===== config.mk =====
export PLATFORM = sky130hd
export DESIGN_NAME = mmio_timer
export DESIGN_NICKNAME = d
export VERILOG_FILES = /design/src/rtl/mmio_timer_pkg.sv /design/src/rtl/timer_prescaler.sv /design/src/rtl/mmio_timer.sv
export SDC_FILE = /design/constraint.sdc
export NUM_CORES = 1
export LEC_CHECK = 0
export ABC_AREA = 0
export BUFFER_PORTS_ARGS = -buffer_cell sky130_fd_sc_hd__buf_4
export CORE_MARGIN = 2
export CORE_UTILIZATION = 58
export DETAILED_ROUTE_END_ITERATION = 7
export PLACE_DENSITY = 0.87
export SLEW_MARGIN = 30
export SYNTH_ARGS = -nofsm -noshare
export SYNTH_HDL_FRONTEND = slang
export SYNTH_SLANG_ARGS = --single-unit

===== constraint.sdc =====
create_clock -name clock -period 7.6 [get_ports clock]
set_clock_uncertainty 0.15 [all_clocks]
set_input_delay 1.14 -clock clock [delete_from_list [all_inputs] [get_ports clock]]
set_output_delay 1.14 -clock clock [all_outputs]
set_load 0.005 [all_outputs]

===== src/rtl/mmio_timer_pkg.sv =====
// mmio_timer_pkg
// Shared definitions for the memory-mapped machine timer: register window
// offsets, ctrl bit positions, the mtimecmp reset value and the byte-lane
// merge helper used by every writable register.
package mmio_timer_pkg;

  // Byte offsets of the registers inside the 64-byte window
  localparam logic [5:0] TIMER_MTIME_LO    = 6'h00;
  localparam logic [5:0] TIMER_MTIME_HI    = 6'h04;
  localparam logic [5:0] TIMER_MTIMECMP_LO = 6'h08;
  localparam logic [5:0] TIMER_MTIMECMP_HI = 6'h0C;
  localparam logic [5:0] TIMER_CTRL        = 6'h10;
  localparam logic [5:0] TIMER_PRESCALE    = 6'h14;

  // ctrl register bit positions
  localparam int CTRL_ENABLE_BIT  = 0;
  localparam int CTRL_PENDING_BIT = 1;

  // mtimecmp comes out of reset at all-ones so no interrupt fires by accident
  localparam logic [63:0] MTIMECMP_RESET = 64'hFFFF_FFFF_FFFF_FFFF;

  // Replace only the byte lanes selected by byteEnable
  function automatic logic [31:0] byteMerge(input logic [31:0] oldValue,
                                            input logic [31:0] newValue,
                                            input logic [3:0]  byteEnable);
    logic [31:0] merged;
    merged = oldValue;
    for (int i = 0; i < 4; i++) begin
      if (byteEnable[i]) begin
        merged[8*i +: 8] = newValue[8*i +: 8];
      end
    end
    return merged;
  endfunction

endpackage


===== src/rtl/timer_prescaler.sv =====
// timer_prescaler
// Divides the clock into mtime ticks. A tick fires when the counter equals
// the prescale value; the counter then restarts from 0.
// Ports:
//   clock, reset   - clock and asynchronous active-high reset
//   enable_i       - timer enable; while low the counter is held at 0
//   clear_i        - restarts the counter (prescale register written)
//   prescale_i     - divide value; N gives one tick every N+1 cycles
//   tick_o         - single-cycle tick for the mtime increment
module timer_prescaler
  import mmio_timer_pkg::*;
(
  input  logic        clock,
  input  logic        reset,
  input  logic        enable_i,
  input  logic        clear_i,
  input  logic [15:0] prescale_i,
  output logic        tick_o
);

  logic [15:0] count_q;
  logic [15:0] count_d;

  assign tick_o = enable_i && (count_q == prescale_i);

  // A write to prescale, a disabled timer or a tick all restart the count
  always_comb begin
    count_d = count_q + 16'd1;
    if (clear_i || !enable_i || tick_o) begin
      count_d = '0;
    end
  end

  always_ff @(posedge clock or posedge reset) begin
    if (reset) begin
      count_q <= '0;
    end else begin
      count_q <= count_d;
    end
  end

endmodule


===== src/rtl/mmio_timer.sv =====
// mmio_timer
// Memory-mapped machine timer on the core data bus. Holds a free-running
// 64-bit mtime, a 64-bit mtimecmp and a ctrl register, and raises a
// registered level interrupt while mtime >= mtimecmp and the timer is enabled.
// Read data is combinational so the single-cycle core sees it immediately.
// Optional feature: define MMIO_TIMER_PRESCALE_EN to add the 16-bit
// prescale register at offset 0x14 and the timer_prescaler tick divider.
// Ports:
//   clock, reset      - clock and asynchronous active-high reset
//   bus_address       - byte address; window selected on bits [31:6]
//   bus_write_data    - lane-positioned write data
//   bus_byte_enable   - per-byte write lane enables
//   bus_read_enable   - read strobe
//   bus_write_enable  - write strobe
//   bus_read_data     - register read data, 0 when not reading this window
//   timer_interrupt   - registered level timer interrupt
module mmio_timer
  import mmio_timer_pkg::*;
#(
  parameter logic [31:0] BASE_ADDRESS = 32'hFFFF_8000
) (
  input  logic        clock,
  input  logic        reset,
  input  logic [31:0] bus_address,
  input  logic [31:0] bus_write_data,
  input  logic [3:0]  bus_byte_enable,
  input  logic        bus_read_enable,
  input  logic        bus_write_enable,
  output logic [31:0] bus_read_data,
  output logic        timer_interrupt
);

  logic [63:0] mtime_q, mtime_d;
  logic [63:0] mtimeCmp_q, mtimeCmp_d;
  logic        enable_q, enable_d;
  logic        irq_q;
  logic        selected;
  logic [5:0]  regOffset;
  logic        writeActive;
  logic        wrMtimeLo, wrMtimeHi, wrCmpLo, wrCmpHi, wrCtrl;
  logic [31:0] ctrlWrite;
  logic        tick;
  logic        hit;
  logic        unusedBits;

  assign selected    = (bus_address[31:6] == BASE_ADDRESS[31:6]);
  assign regOffset   = {bus_address[5:2], 2'b00};
  assign writeActive = selected && bus_write_enable;
  assign wrMtimeLo   = writeActive && (regOffset == TIMER_MTIME_LO);
  assign wrMtimeHi   = writeActive && (regOffset == TIMER_MTIME_HI);
  assign wrCmpLo     = writeActive && (regOffset == TIMER_MTIMECMP_LO);
  assign wrCmpHi     = writeActive && (regOffset == TIMER_MTIMECMP_HI);
  assign wrCtrl      = writeActive && (regOffset == TIMER_CTRL);
  assign ctrlWrite   = byteMerge({31'b0, enable_q}, bus_write_data, bus_byte_enable);
  assign hit         = (mtime_q >= mtimeCmp_q);

`ifdef MMIO_TIMER_PRESCALE_EN
  logic [15:0] prescale_q, prescale_d;
  logic [31:0] prescaleWrite;
  logic        wrPrescale;

  assign wrPrescale    = writeActive && (regOffset == TIMER_PRESCALE);
  assign prescaleWrite = byteMerge({16'b0, prescale_q}, bus_write_data, bus_byte_enable);
  assign prescale_d    = wrPrescale ? prescaleWrite[15:0] : prescale_q;
  assign unusedBits    = ^{bus_address[1:0], ctrlWrite[31:1], prescaleWrite[31:16]};

  always_ff @(posedge clock or posedge reset) begin
    if (reset) begin
      prescale_q <= '0;
    end else begin
      prescale_q <= prescale_d;
    end
  end

  timer_prescaler u_prescaler (
    .clock      (clock),
    .reset      (reset),
    .enable_i   (enable_q),
    .clear_i    (wrPrescale),
    .prescale_i (prescale_q),
    .tick_o     (tick)
  );
`else
  assign tick       = 1'b1;
  assign unusedBits = ^{bus_address[1:0], ctrlWrite[31:1]};
`endif

  // A bus write to either mtime half wins over the increment for that cycle;
  // the unwritten half keeps its pre-increment value
  always_comb begin
    mtime_d    = mtime_q;
    mtimeCmp_d = mtimeCmp_q;
    enable_d   = enable_q;
    if (wrMtimeLo) begin
      mtime_d[31:0] = byteMerge(mtime_q[31:0], bus_write_data, bus_byte_enable);
    end
    if (wrMtimeHi) begin
      mtime_d[63:32] = byteMerge(mtime_q[63:32], bus_write_data, bus_byte_enable);
    end
    if (!wrMtimeLo && !wrMtimeHi && enable_q && tick) begin
      mtime_d = mtime_q + 64'd1;
    end
    if (wrCmpLo) begin
      mtimeCmp_d[31:0] = byteMerge(mtimeCmp_q[31:0], bus_write_data, bus_byte_enable);
    end
    if (wrCmpHi) begin
      mtimeCmp_d[63:32] = byteMerge(mtimeCmp_q[63:32], bus_write_data, bus_byte_enable);
    end
    if (wrCtrl) begin
      enable_d = ctrlWrite[CTRL_ENABLE_BIT];
    end
  end

  // The interrupt is computed from registered state, so it lags the
  // compare condition by one cycle in both directions
  always_ff @(posedge clock or posedge reset) begin
    if (reset) begin
      mtime_q    <= '0;
      mtimeCmp_q <= MTIMECMP_RESET;
      enable_q   <= 1'b0;
      irq_q      <= 1'b0;
    end else begin
      mtime_q    <= mtime_d;
      mtimeCmp_q <= mtimeCmp_d;
      enable_q   <= enable_d;
      irq_q      <= hit && enable_q;
    end
  end

  // Combinational read mux; reads see state from before this cycle's edge
  always_comb begin
    bus_read_data = '0;
    if (selected && bus_read_enable) begin
      case (regOffset)
        TIMER_MTIME_LO:    bus_read_data = mtime_q[31:0];
        TIMER_MTIME_HI:    bus_read_data = mtime_q[63:32];
        TIMER_MTIMECMP_LO: bus_read_data = mtimeCmp_q[31:0];
        TIMER_MTIMECMP_HI: bus_read_data = mtimeCmp_q[63:32];
        TIMER_CTRL: begin
          bus_read_data[CTRL_ENABLE_BIT]  = enable_q;
          bus_read_data[CTRL_PENDING_BIT] = irq_q;
        end
`ifdef MMIO_TIMER_PRESCALE_EN
        TIMER_PRESCALE:    bus_read_data = {16'b0, prescale_q};
`endif
        default:           bus_read_data = '0;
      endcase
    end
  end

  assign timer_interrupt = irq_q;

endmodule


# Yosys cells after proc, flatten, opt, wreduce, memory -nomap -nowiden
# Index checks and enable logic that the tools add are counted.
# totals
regBits	130
inputBits	72
out_inout_bits	33
# op_classes
add_sub_neg	1
n_lt_le_gt_ge	1
n_eq_ne	5
n_mux	10
reduce_logical	36
# op_table
operator	count
30-bit one-hot mux with 4 select lines	1
32-bit two-way mux	3
64-bit by 1-bit adder with 64-bit output, second input constant	1
64-bit >= comparator	1
64-bit two-way mux	1
2-bit AND reduction	17
8-bit two-way mux	4
26-bit equality test, second input constant	1
2-bit nonzero test	6
1-bit logical AND	10
2-bit one-hot mux with 5 select lines	1
4-bit by 2-bit equality test with 1-bit output, second input constant	2
6-bit zero test	1
4-bit by 1-bit equality test with 1-bit output, second input constant	1
4-bit by 3-bit equality test with 1-bit output, second input constant	1
1-bit zero test	2

# Longest topological paths before layout
# logic_depth
ltp_word	8
depth_mapped	9
depth_no_buf	8

# Worst setup path before layout
# OpenSTA, ideal clock, no wires.
# synth_timing
path_type	input to output
startpoint	input bus_address[3]
endpoint	output bus_read_data[10]
arrival_time_ns	2.571
t_required_ns	6.310
setup_slack_ns	3.739
cell_stages	5
n_path_buf	2
cell_sequence	nor4b_2 > clkbuf_1 > buf_1 > a22oi_1 > a21oi_1
# synth_between
elab_chain_cells	3
# synth_rtl
element	line_no	rtl
start, declared	mmio_timer.sv:24	input logic [31:0] bus_address,
4-bit by 2-bit equality test with 1-bit output (tied with other cells)	mmio_timer.sv:134	case (regOffset)
30-bit one-hot mux with 4 select lines *	mmio_timer.sv:134	
32-bit two-way mux *	mmio_timer.sv:133	if (selected && bus_read_enable) begin
end, declared	mmio_timer.sv:29	output logic [31:0] bus_read_data,
# Mark *: on every way between the ends. The rest lies on a longest branch, timed or not.

# Final worst setup path
# layout_timing
startpoint	input bus_address[3]
endpoint	output bus_read_data[0]
# layout_between
elab_chain_cells	3
# layout_rtl
element	line_no
4-bit by 3-bit equality test with 1-bit output (tied with other cells)	mmio_timer.sv:134
2-bit one-hot mux with 5 select lines *	mmio_timer.sv:134
32-bit two-way mux *	mmio_timer.sv:133
# Marked as above.

==> run summary <==
Post-Route WL: 30,000 um
GP Congestion: 0.929
Clock transition at the registers of the reported paths: 0.05 ns
Core area: 0.0157 sq mm
Post_cts resized: 0
Residual DRC: 0
Clk pwr share: 52.0%
Number of detailed-route iterations in the first pass: 6
Critical path required time: 6.31 ns
Critical path startpoint category: input pin
Die width: 130 um
Vias per cell: 6.77
GRT Residual Overflow: 0
Yosys warnings: 0
Remaining antenna violation count: 0
Pin count of the biggest net entering global routing: 94
Critical-path top delay cell: nor4b_4
Worst VDD drop: 152 uV
Post-synth cell types: 68
FFs w/ async S/R, synth: 100%
Hold WC Path Type: reg2reg
Synth Instances: 1,117
Syn nets: 1,254
Final hold vios: 0
Predominant post-synthesis flop cell: dfrtp_1
Sw Pwr: 0.000368 W
I/O Buffers: 102
CP Class: in2out
Number of global-route vias before repair: 9,061
Total CTS buffers: 17
Clock Sinks: 130
Post-Layout Cell Count: 1,412
# IOs: 105
Global-route wire length before repair: 47,100 um
Layout cell share with drive strength beyond 1: 20.3%
Leak: 4.87 nW
Site Rows: 46
Critical path, cell by cell: buf_4 > nor4b_4 > buf_4 > a22oi_1 > a21oi_1 > buf_4
Nets: 1,320
# fillers: 1,219
RSZ-0062 raised after global routing: no
Cell Area, Synth: 0.00921 sq mm
Power density cells: 154 mW/mm^2
Synth Register Bits: 130
Detailed-route via count: 9,558
Htree depth: 4
Reg power frac: 42.4%
Syn-to-layout area delta: 15.7%
Detailed placement HPWL: 20,200 um
Iteration-0 DRC Markers: 1,370
Gate power share: 5.6%
Die area: 0.0169 sq mm
Setup TNS: 0 ns
Clk buf depth: 2
Clock root buffer: clkbuf_16
Initial antenna violation count: 0
Diodes inserted: 0
Final setup viols: 0
Final worst-path cycle share: 55.2%
Post-CTS setup buffer count: 0
Least-Margin Pin Slew: 0.940 ns
Max cap viols: 0
Total GRT Usage: 35.9%
Max_slew headroom: 37.3%
Avg WL per Cell: 21.2 um
CP Max Fanout: 28
Max incr delay on CP: 0.59 ns
Die Height: 130 um
CP endpoint kind: output pin
Outcome: finished, final reports clean
Initial Util: 58.6%
Tmin final: 4.20 ns
Placed cell count: 1,379
F_max: 238 MHz
Critical Path Most Common Cell: buf_4
Hold_buf cts: 0
Critical Path AT: 2.91 ns
Post-synth EDFFs: 0
Max-slew violations: 0
Clock latency on the worst-skew pair: 0.43 ns
Avg Cell Area, Syn: 8.24 sq um
Internal cell power: 0.00127 W
Seq/Total Area, Yosys: 36.2%
Switching share of power: 22.5%
CTS tree: yes
cells in the mapped netlist, drive strengths merged, types with 3 or more instances:
| master | instances | area, sq um |
|---|---|---|
| a21o | 10 | 75.1 |
| and3 | 21 | 131 |
| a22oi | 63 | 473 |
| a31o | 8 | 70.1 |
| inv | 86 | 323 |
| a221oi | 4 | 41.3 |
| o32ai | 3 | 26.3 |
| or4 | 9 | 67.6 |
| a31oi | 12 | 111 |
| nor2 | 52 | 195 |
| o31ai | 7 | 52.6 |
| o21ai | 112 | 564 |
| or3 | 3 | 18.8 |
| o22ai | 13 | 81.3 |
| or2 | 5 | 31.3 |
| nand2 | 128 | 480 |
| ha | 65 | 813 |
| nand4 | 38 | 253 |
| o2bb2ai | 4 | 35.0 |
| o21a | 3 | 22.5 |
| nand3 | 36 | 180 |
| a211oi | 9 | 67.6 |
| a311oi | 3 | 26.3 |
| nor3 | 26 | 135 |
| o211ai | 5 | 37.5 |
| dfstp | 64 | 1680 |
| dfrtp | 66 | 1650 |
| and2 | 6 | 37.5 |
| clkbuf | 42 | 158 |
| and4 | 10 | 87.6 |
| a21boi | 3 | 22.5 |
| nor4b | 4 | 41.3 |
| nor4 | 16 | 134 |
| o22a | 5 | 43.8 |
| a22o | 3 | 26.3 |
| a21oi | 124 | 621 |
| buf | 24 | 158 |
critical path, delay by kind of cell:
family,cells,cell delay [ns]
AOI/OAI and AO/OA,2,0.40
buffers and inverters,3,0.75
and+or+nand+nor,1,0.59
through the flow:
step | setup WS, ns | total power [W] | hold slack (ns) | instance area [sq um] | utilization [%]
after floorplan | 2.95 | 0.000737 | 0.337 | 9210 | -
after global placement | 3.13 | 0.000792 | 0.350 | 10000 | 63.8
after detailed placement | 3.08 | 0.000793 | 0.358 | 10000 | 63.9
after CTS | 3.06 | 0.00163 | 0.363 | 10600 | 67.7
after global routing | 3.37 | 0.00167 | 0.382 | 10700 | 67.8
final | 3.40 | 0.00164 | 0.364 | 10700 | 67.8
path summary, 6_finish.rpt:
kind,start,endpoint,slack (ns),depth (start not counted)
setup reg to reg,mtime_q[5],mtime_q[44],4.19,6
max in group asynchronous,reset,mtime_q[55],5.35,3
min in group asynchronous,reset,mtime_q[13],0.68,2
hold reg to reg,mtimeCmp_q[21],mtimeCmp_q[21],0.36,2
hold / removal,mtimeCmp_q[21],mtimeCmp_q[21],0.36,2
setup / recovery,bus_address[3],bus_read_data[0],3.40,6
layer usage:
layer	track usage [%]	vias up	routed length, um
met3	6.07	122	3170
met2	56.9	623	13800
met5	0	-	0
met1	48.3	4538	11600
met4	16.8	0	1350
li1	-	4275	-
cell type report:
class,instances,area (sq um),share of cell area [%]
flip-flops and latches,130,3330,31.3
clock buffers,21,470,4.42
clock inverters,11,134,1.26
inverters,86,328,3.08
multi-input cells,835,5270,49.5
repair buffers,113,848,7.96
well taps,216,270,2.54
flip-flops by register name, summed over array words and instances, names as in the netlist:
signal           cells
enable_q             1
mtime_q             64
mtimeCmp_q          64
timer_interrupt      1
layout by cell type, fill, tap and decap left out, types with 4 or more instances in the layout:
| master | instances |
|---|---|
| nand2_1 | 128 |
| a21oi_1 | 124 |
| buf_4 | 113 |
| o21ai_0 | 110 |
| inv_1 | 85 |
| dfrtp_1 | 66 |
| ha_1 | 65 |
| dfstp_2 | 64 |
| a22oi_1 | 63 |
| nor2_1 | 51 |
| nand4_1 | 37 |
| nand3_1 | 36 |
| nor3_1 | 25 |
| and3_1 | 21 |
| clkbuf_16 | 17 |
| o22ai_1 | 13 |
| and4_1 | 10 |
| nor4_1 | 10 |
| a21o_1 | 10 |
| or4_1 | 9 |
| a211oi_1 | 9 |
| a31oi_1 | 9 |
| a31o_2 | 7 |
| o31ai_1 | 7 |
| clkinv_2 | 7 |
| and2_1 | 6 |
| or2_2 | 5 |
| nor4_2 | 5 |
| o22a_1 | 5 |
| o211ai_1 | 5 |
| o2bb2ai_1 | 4 |
cells by family (layout without fill, tap and decap cells):
group                    after synthesis  in the layout  share of synthesized area, %
adder cells (fa/ha/maj)               65             65                          8.83
AND/OR/NAND/NOR                      360            360                          20.0
flip-flops                           130            130                          36.2
buffers and inverters                152            231                          6.93
AO/OA/AOI/OAI                        406            406                          27.6
multiplexers                           4              4                         0.462
power groups by stage:
stage | Sequential, W | Clock, W | Combinational [W]
final | 0.000694 | 0.000851 | 0.0000911
after detailed placement | 0.000705 | 0 | 0.0000880
after CTS | 0.000694 | 0.000850 | 0.0000886
after global routing | 0.000694 | 0.000884 | 0.0000962
after floorplan | 0.000705 | 0 | 0.0000322
after global placement | 0.000705 | 0 | 0.0000864
No activity file was read; power rests on OpenSTA's default activity.
